**config.mk**
```make
export PLATFORM = sky130hd
export DESIGN_NAME = spi_oversample_rx_flat
export DESIGN_NICKNAME = d
export VERILOG_FILES = /design/src/rtl/spi_oversample_rx_if.sv /design/src/rtl/spi_oversample_rx.sv /design/src/flat_wrapper.sv
export SDC_FILE = /design/constraint.sdc
export NUM_CORES = 1
export LEC_CHECK = 0
export BUFFER_PORTS_ARGS = -buffer_cell sky130_fd_sc_hd__buf_2
export CORE_ASPECT_RATIO = 1.1
export CORE_MARGIN = 2
export CORE_UTILIZATION = 60
export CTS_CLUSTER_DIAMETER = 30
export DETAILED_ROUTE_END_ITERATION = 12
export HOLD_SLACK_MARGIN = 0.02
export PLACE_DENSITY = 0.78
export SLEW_MARGIN = 0
export SYNTH_ARGS = -nofsm -noshare
export SYNTH_HDL_FRONTEND = slang
export SYNTH_SLANG_ARGS = --single-unit
```
**constraint.sdc**
```tcl
create_clock -name CLK_40 -period 3.57 [get_ports CLK_40]
set_input_delay 0.357 -clock CLK_40 [delete_from_list [all_inputs] [get_ports CLK_40]]
set_output_delay 0.357 -clock CLK_40 [all_outputs]
set_load 0.02 [all_outputs]
```
**src/rtl/spi_oversample_rx_if.sv**
```systemverilog
`default_nettype none
// ============================================================================
// Module   : spi_oversample_rx_if
// Brief    : Output stream bundle of the oversampling SPI receiver (FIFO head,
//            valid/ready handshake, full and sticky overflow flags).
// Revision : 1.0 - initial release
// ============================================================================
interface spi_oversample_rx_if #(
  parameter int LANES  = 1,
  parameter int WORD_W = 8
);
  logic [LANES*WORD_W-1:0] out_data;
  logic                    out_valid;
  logic                    out_ready;
  logic                    fifo_full;
  logic                    overflow;

  modport master (
    output out_data,
    output out_valid,
    output fifo_full,
    output overflow,
    input  out_ready
  );

  modport slave (
    input  out_data,
    input  out_valid,
    input  fifo_full,
    input  overflow,
    output out_ready
  );
endinterface
`default_nettype wire

```
**src/rtl/spi_oversample_rx.sv**
```systemverilog
`default_nettype none
// ============================================================================
// Module   : spi_oversample_rx
// Brief    : Self-calibrating oversampling SPI receiver: measures SPI_clk period,
//            samples LANES data lines at mid-bit, buffers words in a FIFO.
// Revision : 1.0 - initial release
// ============================================================================
module spi_oversample_rx #(
  parameter int LANES       = 1,
  parameter int WORD_W      = 8,
  parameter int FIFO_DEPTH  = 16,
  parameter int CAL_EDGES   = 4,
  parameter int CNT_W       = 8,
  parameter int SYNC_STAGES = 2
) (
  input  logic                 CLK_40,
  input  logic                 reset,
  input  logic                 SPI_clk,
  input  logic                 SPI_cs_n,
  input  logic [LANES-1:0]     data_in,
  input  logic                 phase_cal_en,
  output logic                 cal_done,
  output logic                 cal_error,
  output logic [CNT_W-1:0]     period,
  output logic [CNT_W-1:0]     sample_offset,
  spi_oversample_rx_if.master  out_if
);

  localparam int LOG2_CAL = $clog2(CAL_EDGES);
  localparam int SUM_W    = CNT_W + LOG2_CAL;
  localparam int EDGE_W   = LOG2_CAL + 1;
  localparam int PTR_W    = $clog2(FIFO_DEPTH);
  localparam int BIT_W    = $clog2(WORD_W);
  localparam int DATA_W   = LANES * WORD_W;
  localparam logic [CNT_W-1:0] C_CNT_MAX = {CNT_W{1'b1}};

  localparam logic [2:0] S_IDLE    = 3'd0;
  localparam logic [2:0] S_MEASURE = 3'd1;
  localparam logic [2:0] S_COMPUTE = 3'd2;
  localparam logic [2:0] S_RUN     = 3'd3;
  localparam logic [2:0] S_ERROR   = 3'd4;

  // Identical synchroniser chains keep clock, select and data aligned.
  logic [SYNC_STAGES-1:0]            r_clk_sync;
  logic [SYNC_STAGES-1:0]            r_cs_sync;
  logic [SYNC_STAGES-1:0][LANES-1:0] r_dat_sync;
  logic                              r_clk_prev;
  logic                              r_fall;
  logic                              w_clk;
  logic                              w_cs_n;
  logic [LANES-1:0]                  w_dat;

  assign w_clk  = r_clk_sync[SYNC_STAGES-1];
  assign w_cs_n = r_cs_sync[SYNC_STAGES-1];
  assign w_dat  = r_dat_sync[SYNC_STAGES-1];

  always_ff @(posedge CLK_40) begin
    if (reset) begin
      r_clk_sync <= '0;
      r_cs_sync  <= '1;
      r_dat_sync <= '0;
      r_clk_prev <= 1'b0;
      r_fall     <= 1'b0;
    end else begin
      r_clk_sync <= {r_clk_sync[SYNC_STAGES-2:0], SPI_clk};
      r_cs_sync  <= {r_cs_sync[SYNC_STAGES-2:0], SPI_cs_n};
      r_dat_sync <= {r_dat_sync[SYNC_STAGES-2:0], data_in};
      r_clk_prev <= w_clk;
      r_fall     <= r_clk_prev & ~w_clk;
    end
  end

  // Calibration FSM
  logic [2:0]       r_state;
  logic [CNT_W-1:0] r_per_cnt;
  logic             r_armed;
  logic [EDGE_W-1:0] r_edges;
  logic [SUM_W-1:0] r_sum;
  logic [CNT_W-1:0] r_period;
  logic [CNT_W-1:0] r_offset;
  logic [CNT_W-1:0] w_avg;
  logic [CNT_W-1:0] w_half;

  assign w_avg  = CNT_W'(r_sum >> LOG2_CAL);
  assign w_half = w_avg >> 1;

  always_ff @(posedge CLK_40) begin
    if (reset || !phase_cal_en) begin
      r_state   <= S_IDLE;
      r_per_cnt <= '0;
      r_armed   <= 1'b0;
      r_edges   <= '0;
      r_sum     <= '0;
      r_period  <= '0;
      r_offset  <= '0;
    end else begin
      case (r_state)
        S_IDLE: r_state <= S_MEASURE;
        S_MEASURE: begin
          // Saturation doubles as the no-clock timeout, armed or not.
          if (r_per_cnt == C_CNT_MAX) begin
            r_state <= S_ERROR;
          end else if (r_fall) begin
            r_per_cnt <= CNT_W'(1);
            r_armed   <= 1'b1;
            if (r_armed) begin
              if (r_per_cnt < CNT_W'(4)) begin
                r_state <= S_ERROR;
              end else begin
                r_sum   <= r_sum + SUM_W'(r_per_cnt);
                r_edges <= r_edges + EDGE_W'(1);
                if (r_edges == EDGE_W'(CAL_EDGES - 1)) r_state <= S_COMPUTE;
              end
            end
          end else begin
            r_per_cnt <= r_per_cnt + CNT_W'(1);
          end
        end
        S_COMPUTE: begin
          r_period <= w_avg;
          r_offset <= (w_half == '0) ? CNT_W'(1) : w_half;
          r_state  <= S_RUN;
        end
        S_RUN:   r_state <= S_RUN;
        S_ERROR: r_state <= S_ERROR;
        default: r_state <= S_IDLE;
      endcase
    end
  end

  assign cal_done      = (r_state == S_RUN);
  assign cal_error     = (r_state == S_ERROR);
  assign period        = r_period;
  assign sample_offset = r_offset;

  // Mid-bit sampling and deserialisation
  logic [CNT_W-1:0]                r_off_cnt;
  logic                            r_pending;
  logic [BIT_W-1:0]                r_bit_cnt;
  logic [LANES-1:0][WORD_W-1:0]    r_shift;
  logic [LANES-1:0][WORD_W-1:0]    w_shift_nxt;
  logic                            r_push;
  logic [DATA_W-1:0]               r_push_word;
  logic                            w_sample;
  logic                            w_last;

  assign w_sample = (r_state == S_RUN) && !w_cs_n && r_pending &&
                    (r_off_cnt == r_offset - CNT_W'(1));
  assign w_last   = (r_bit_cnt == BIT_W'(WORD_W - 1));

  always_comb begin
    w_shift_nxt = r_shift;
    for (int k = 0; k < LANES; k++) begin
      w_shift_nxt[k] = {r_shift[k][WORD_W-2:0], w_dat[k]};
    end
  end

  always_ff @(posedge CLK_40) begin
    if (reset || (r_state != S_RUN) || w_cs_n) begin
      r_off_cnt <= '0;
      r_pending <= 1'b0;
      r_bit_cnt <= '0;
      r_shift   <= '0;
    end else begin
      if (r_fall) begin
        r_off_cnt <= '0;
        r_pending <= 1'b1;
      end else if (w_sample) begin
        r_pending <= 1'b0;
      end else if (r_pending) begin
        r_off_cnt <= r_off_cnt + CNT_W'(1);
      end
      if (w_sample) begin
        r_shift   <= w_shift_nxt;
        r_bit_cnt <= w_last ? '0 : r_bit_cnt + BIT_W'(1);
      end
    end
  end

  // The completed word is captured at the last sample so a following
  // chip-select release cannot corrupt it before the push.
  always_ff @(posedge CLK_40) begin
    if (reset) begin
      r_push      <= 1'b0;
      r_push_word <= '0;
    end else begin
      r_push <= w_sample && w_last;
      if (w_sample && w_last) r_push_word <= w_shift_nxt;
    end
  end

  // Show-ahead FIFO
  logic [DATA_W-1:0] r_mem [FIFO_DEPTH];
  logic [PTR_W-1:0]  r_wr;
  logic [PTR_W-1:0]  r_rd;
  logic [PTR_W:0]    r_count;
  logic              r_ovf;
  logic              w_full;
  logic              w_empty;
  logic              w_pop;
  logic              w_push_ok;

  assign w_full    = (r_count == (PTR_W+1)'(FIFO_DEPTH));
  assign w_empty   = (r_count == '0);
  assign w_pop     = !w_empty && out_if.out_ready;
  assign w_push_ok = r_push && (!w_full || w_pop);

  always_ff @(posedge CLK_40) begin
    if (w_push_ok) r_mem[r_wr] <= r_push_word;
  end

  always_ff @(posedge CLK_40) begin
    if (reset) begin
      r_wr    <= '0;
      r_rd    <= '0;
      r_count <= '0;
      r_ovf   <= 1'b0;
    end else begin
      if (w_push_ok) r_wr <= r_wr + PTR_W'(1);
      if (w_pop)     r_rd <= r_rd + PTR_W'(1);
      case ({w_push_ok, w_pop})
        2'b10:   r_count <= r_count + (PTR_W+1)'(1);
        2'b01:   r_count <= r_count - (PTR_W+1)'(1);
        default: r_count <= r_count;
      endcase
      if (r_push && w_full && !w_pop) begin
        r_ovf <= 1'b1;
      end else if ((r_state == S_IDLE) && phase_cal_en) begin
        r_ovf <= 1'b0;
      end
    end
  end

  assign out_if.out_valid = !w_empty;
  assign out_if.out_data  = w_empty ? '0 : r_mem[r_rd];
  assign out_if.fifo_full = w_full;
  assign out_if.overflow  = r_ovf;

endmodule
`default_nettype wire

```
**src/flat_wrapper.sv**
```systemverilog
// flat-port wrapper written by rule: the top's interface ports become plain ports
module spi_oversample_rx_flat 
#(
  parameter int LANES       = 1,
  parameter int WORD_W      = 8,
  parameter int FIFO_DEPTH  = 16,
  parameter int CAL_EDGES   = 4,
  parameter int CNT_W       = 8,
  parameter int SYNC_STAGES = 2
)
  (CLK_40, reset, SPI_clk, SPI_cs_n, data_in, phase_cal_en, cal_done, cal_error, period, sample_offset, out_if_out_data, out_if_out_valid, out_if_fifo_full, out_if_overflow, out_if_out_ready);
  spi_oversample_rx_if #(.LANES(LANES), .WORD_W(WORD_W)) out_if_i ();
  input  logic CLK_40;
  input  logic reset;
  input  logic SPI_clk;
  input  logic SPI_cs_n;
  input  logic [LANES-1:0] data_in;
  input  logic phase_cal_en;
  output logic cal_done;
  output logic cal_error;
  output logic [CNT_W-1:0] period;
  output logic [CNT_W-1:0] sample_offset;
  output wire logic [$bits(out_if_i.out_data)-1:0] out_if_out_data;
  output wire logic [$bits(out_if_i.out_valid)-1:0] out_if_out_valid;
  output wire logic [$bits(out_if_i.fifo_full)-1:0] out_if_fifo_full;
  output wire logic [$bits(out_if_i.overflow)-1:0] out_if_overflow;
  input wire logic [$bits(out_if_i.out_ready)-1:0] out_if_out_ready;
  assign out_if_out_data = out_if_i.out_data;
  assign out_if_out_valid = out_if_i.out_valid;
  assign out_if_fifo_full = out_if_i.fifo_full;
  assign out_if_overflow = out_if_i.overflow;
  assign out_if_i.out_ready = out_if_out_ready;
  spi_oversample_rx #(.LANES(LANES), .WORD_W(WORD_W), .FIFO_DEPTH(FIFO_DEPTH), .CAL_EDGES(CAL_EDGES), .CNT_W(CNT_W), .SYNC_STAGES(SYNC_STAGES)) u_core (.CLK_40(CLK_40), .reset(reset), .SPI_clk(SPI_clk), .SPI_cs_n(SPI_cs_n), .data_in(data_in), .phase_cal_en(phase_cal_en), .cal_done(cal_done), .cal_error(cal_error), .period(period), .sample_offset(sample_offset), .out_if(out_if_i));
endmodule
```
==> results.sh <==
export IMPL_p_sw_uw=1830
export IMPL_maxSlewHeadroom_pct=26.0
export IMPL_cts_tree="built"
export IMPL_worst_ep_arrival_time_ns=3.28
export IMPL_synth_area_leaders="edfxtp_1 (41%), dfxtp_1 (20%), mux4_2 (9.7%)"
export IMPL_min_path_type="input port to flop"
export IMPL_r2r_end="u_core.r_count[4]$_SDFFE_PP0P_"
export IMPL_grt_pass1_wl_mm=32.2
export IMPL_netlist_area_sq_um=9310
export IMPL_sequentialPowerShare_pct=39.3
export IMPL_hold_buffers=0
export IMPL_worstMarginPinSlew_ns=1.11
export IMPL_yosysMostFrequentCell="edfxtp_1"
export IMPL_synth_top_area_share_pct=41.3
export IMPL_synthDistinctLibCells=62
export IMPL_p_comb_share_pct=13.1
export IMPL_synth_net_count=756
export IMPL_cts_buffers=35
export IMPL_gr_total_overflow=0
export IMPL_syn_to_final_growth_pct=16.3
export IMPL_worstPathMaxFanout=6
export IMPL_cp_end_kind="flop"
export IMPL_post_route_util_pct=71.6
export IMPL_clk_latency_ns=0.50
export IMPL_core_sq_um=15100
export IMPL_synth_cells=726
export IMPL_via_count=6004
export IMPL_dp_slack_ns=0.699
export IMPL_setup_slack_ns=0.635
export IMPL_clockPowerShare_pct=47.5
export IMPL_power_density_nw_per_um2=650
export IMPL_drt_pass1_iter_count=7
export IMPL_start_util_pct=61.6
export IMPL_remaining_drc_errors=0
export IMPL_critPathMaxStageDelay_ns=0.65
export IMPL_startpoint_type="flop"
export IMPL_grt_start_max_net_pins=37
export IMPL_internal_power_uw=5210
export IMPL_yosys_warnings=0
export IMPL_nNetsFinal=799
export IMPL_synth_seq_cells=222
export IMPL_setup_viol=0
export IMPL_antenna_found_initial=0
export IMPL_ys_async_sr_fraction_pct=0
export IMPL_cts_buffer_depth=3
export IMPL_grt_usage_pct=25.3
export IMPL_fin_crit_sh_pct=82.2
export IMPL_fin_skew_ns=0.0192
export IMPL_synth_top_cell_by_area="edfxtp_1"
export IMPL_portBuffers=34
export IMPL_cts_sinks=222
export IMPL_fp_row_count=47
export IMPL_worst_r2r_cell_count=10
export IMPL_p_sw_share_pct=26.0
export IMPL_drtIter0Drc=407
export IMPL_period_needed_ns=2.93
export IMPL_min_to="u_core.r_cs_sync[0]$_SDFF_PP1_"
export IMPL_tns_ns=0
export IMPL_path_cells="or4_1 > o211ai_2 > xnor2_1 > ha_1 > or2_2 > o2111ai_1 > a221oi_1 > mux2i_1 > nand2_1 > nor3b_1"
export IMPL_crit_family="simple AND/OR/NAND/NOR gates"
export IMPL_layout_cells_non_filler=991
export IMPL_synth_common_cells="edfxtp_1 (128), dfxtp_1 (94), nand2_1 (70)"
export IMPL_hold_viol_final=0
export IMPL_hold_slack_ns=0.0561
export IMPL_ir_worst_vdd_mv=0.406
export IMPL_grt_pass1_vias=6274
export IMPL_cts_setup_buffers=0
export IMPL_status="finished clean"
export IMPL_yosysSeqAreaShare_pct=61.5
export IMPL_synth_edff_count=128
export IMPL_htreeDepth=2
export IMPL_drive_above_1_share_pct=19.6
export IMPL_routed_wl_mm=19.7
export IMPL_rsz0062_at_grt="no"
export IMPL_drtAntennaViolNets=0
export IMPL_die_h_um=135
export IMPL_postCtsResizedCells=0
export IMPL_whs_path_depth=2
export IMPL_r2r_slack_ns=0.64
export IMPL_wl_per_cell_um=19.9
export IMPL_antennaDiodeCount=0
export IMPL_worstSetupPathType="flop to flop"
export IMPL_cp_slowest_cell="or4_1"
export IMPL_cp_required_ns=3.92
export IMPL_path_buf_inv=0
export IMPL_clkSlewWorstSetupHoldPaths_ns=0.05
export IMPL_slew_violations=0
export IMPL_timing_fmax_ghz=0.341
export IMPL_leakage_uw=0.00382
export IMPL_gp_congestion=0.843
export IMPL_io_pins=36
export IMPL_die_w_um=123
export IMPL_hold_path_startpoint="SPI_cs_n"
export IMPL_dieArea_sq_um=16500
export IMPL_dp_cells=928
export IMPL_r2r_start="u_core.r_count[1]$_SDFFE_PP0P_"
export IMPL_synthFlopType="edfxtp_1"
export IMPL_vias_per_cell=6.06
export IMPL_maxCapViolations=0
export IMPL_dp_hpwl_mm=12.1
export IMPL_cts_root_buf="clkbuf_16"
export IMPL_syn_area_per_cell_sq_um=12.8
==> flip-flops by register name, summed over array words and instances (netlist names), 2 cells and up, named ones only <==
name	count
u_core.r_clk_sync	2
u_core.r_rd	4
u_core.r_bit_cnt	3
u_core.r_state	3
u_core.r_cs_sync	2
u_core.r_per_cnt	8
u_core.r_wr	4
u_core.sample_offset	7
u_core.r_count	5
u_core.period	8
u_core.r_off_cnt	8
u_core.r_edges	3
u_core.r_push_word	8
u_core.r_mem	128
u_core.r_shift	7
u_core.r_sum	10
==> per-layer routing <==
layer | routed length (um) | GRT usage (%) | vias up
li1 | - | - | 2772
met1 | 7590 | 30.4 | 2955
met2 | 10500 | 45.4 | 226
met3 | 1080 | 4.48 | 51
met4 | 529 | 8.88 | 0
met5 | 0 | 0 | -
==> power groups by stage <==
| stage | clock network [uW] | registers, uW | logic [uW] |
|---|---|---|---|
| floorplan | 0 | 2800 | 691 |
| global placement | 0 | 2810 | 877 |
| detailed placement | 0 | 2820 | 925 |
| CTS | 3390 | 2770 | 942 |
| global route | 3490 | 2770 | 1000 |
| finish | 3340 | 2770 | 925 |
==> worst max path at each step <==
| stage | startpoint | to | slack (ns) | cells past startpoint |
|---|---|---|---|---|
| after floorplan | u_core.r_count[1]$_SDFFE_PP0P_ | u_core.r_count[4]$_SDFFE_PP0P_ | 0.93 | 11 |
| after global placement | u_core.r_count[1]$_SDFFE_PP0P_ | u_core.r_count[4]$_SDFFE_PP0P_ | 0.83 | 10 |
| after detailed placement | u_core.r_count[1]$_SDFFE_PP0P_ | u_core.r_count[4]$_SDFFE_PP0P_ | 0.70 | 10 |
| after CTS | u_core.r_count[1]$_SDFFE_PP0P_ | out_if_out_data[6] | 0.55 | 4 |
| after global routing | u_core.r_count[1]$_SDFFE_PP0P_ | u_core.r_count[4]$_SDFFE_PP0P_ | 0.43 | 10 |
| final | u_core.r_count[1]$_SDFFE_PP0P_ | u_core.r_count[4]$_SDFFE_PP0P_ | 0.64 | 10 |
==> cells by family (layout without fill, tap and decap cells) <==
| family | Yosys count | in the layout | share of synthesized area, % |
|---|---|---|---|
| fa+ha+maj | 23 | 23 | 3.17 |
| simple gates | 231 | 231 | 11.8 |
| other cells | 1 | 1 | 0.0403 |
| buf+inv | 54 | 123 | 2.34 |
| compound gates | 117 | 117 | 7.74 |
| xor+xnor | 29 | 29 | 2.73 |
| flops | 222 | 222 | 61.5 |
| mux | 49 | 49 | 10.6 |
==> layout by cell type (no fill, tap or decap), types with 19 or more instances in the layout <==
| master | instances |
|---|---|
| a21oi_1 | 52 |
| buf_2 | 34 |
| clkbuf_16 | 37 |
| dfxtp_1 | 93 |
| edfxtp_1 | 128 |
| ha_1 | 22 |
| inv_1 | 19 |
| mux4_2 | 40 |
| nand2_1 | 70 |
| nand3_1 | 24 |
| nor2_1 | 66 |
==> stage by stage <==
step	total power (uW)	cell area, sq um
2_1_floorplan	3500	9310
3_3_place_gp	3690	9650
3_5_place_dp	3740	9650
4_1_cts	7100	10800
5_1_grt	7270	10800
6_report	7040	10800
==> worst reg2reg max path, cell delays in order, from the launching register on <==
cell	delay, ns
dfxtp_1	0.36
or4_1	0.65
o211ai_2	0.32
xnor2_1	0.16
ha_1	0.21
or2_2	0.14
o2111ai_1	0.12
a221oi_1	0.35
mux2i_1	0.28
nand2_1	0.07
nor3b_1	0.14
==> layout make-up <==
type                            count  area (sq um)
Sequential cell                   222          5730
Fill cell                         953          4290
Multi-Input combinational cell    450          3370
Clock buffer                       40           937
Tap cell                          196           245
Clock inverter                     23           244
Timing Repair Buffer               41           235
Inverter                           19          71.3
No activity file was read; power rests on OpenSTA's default activity.
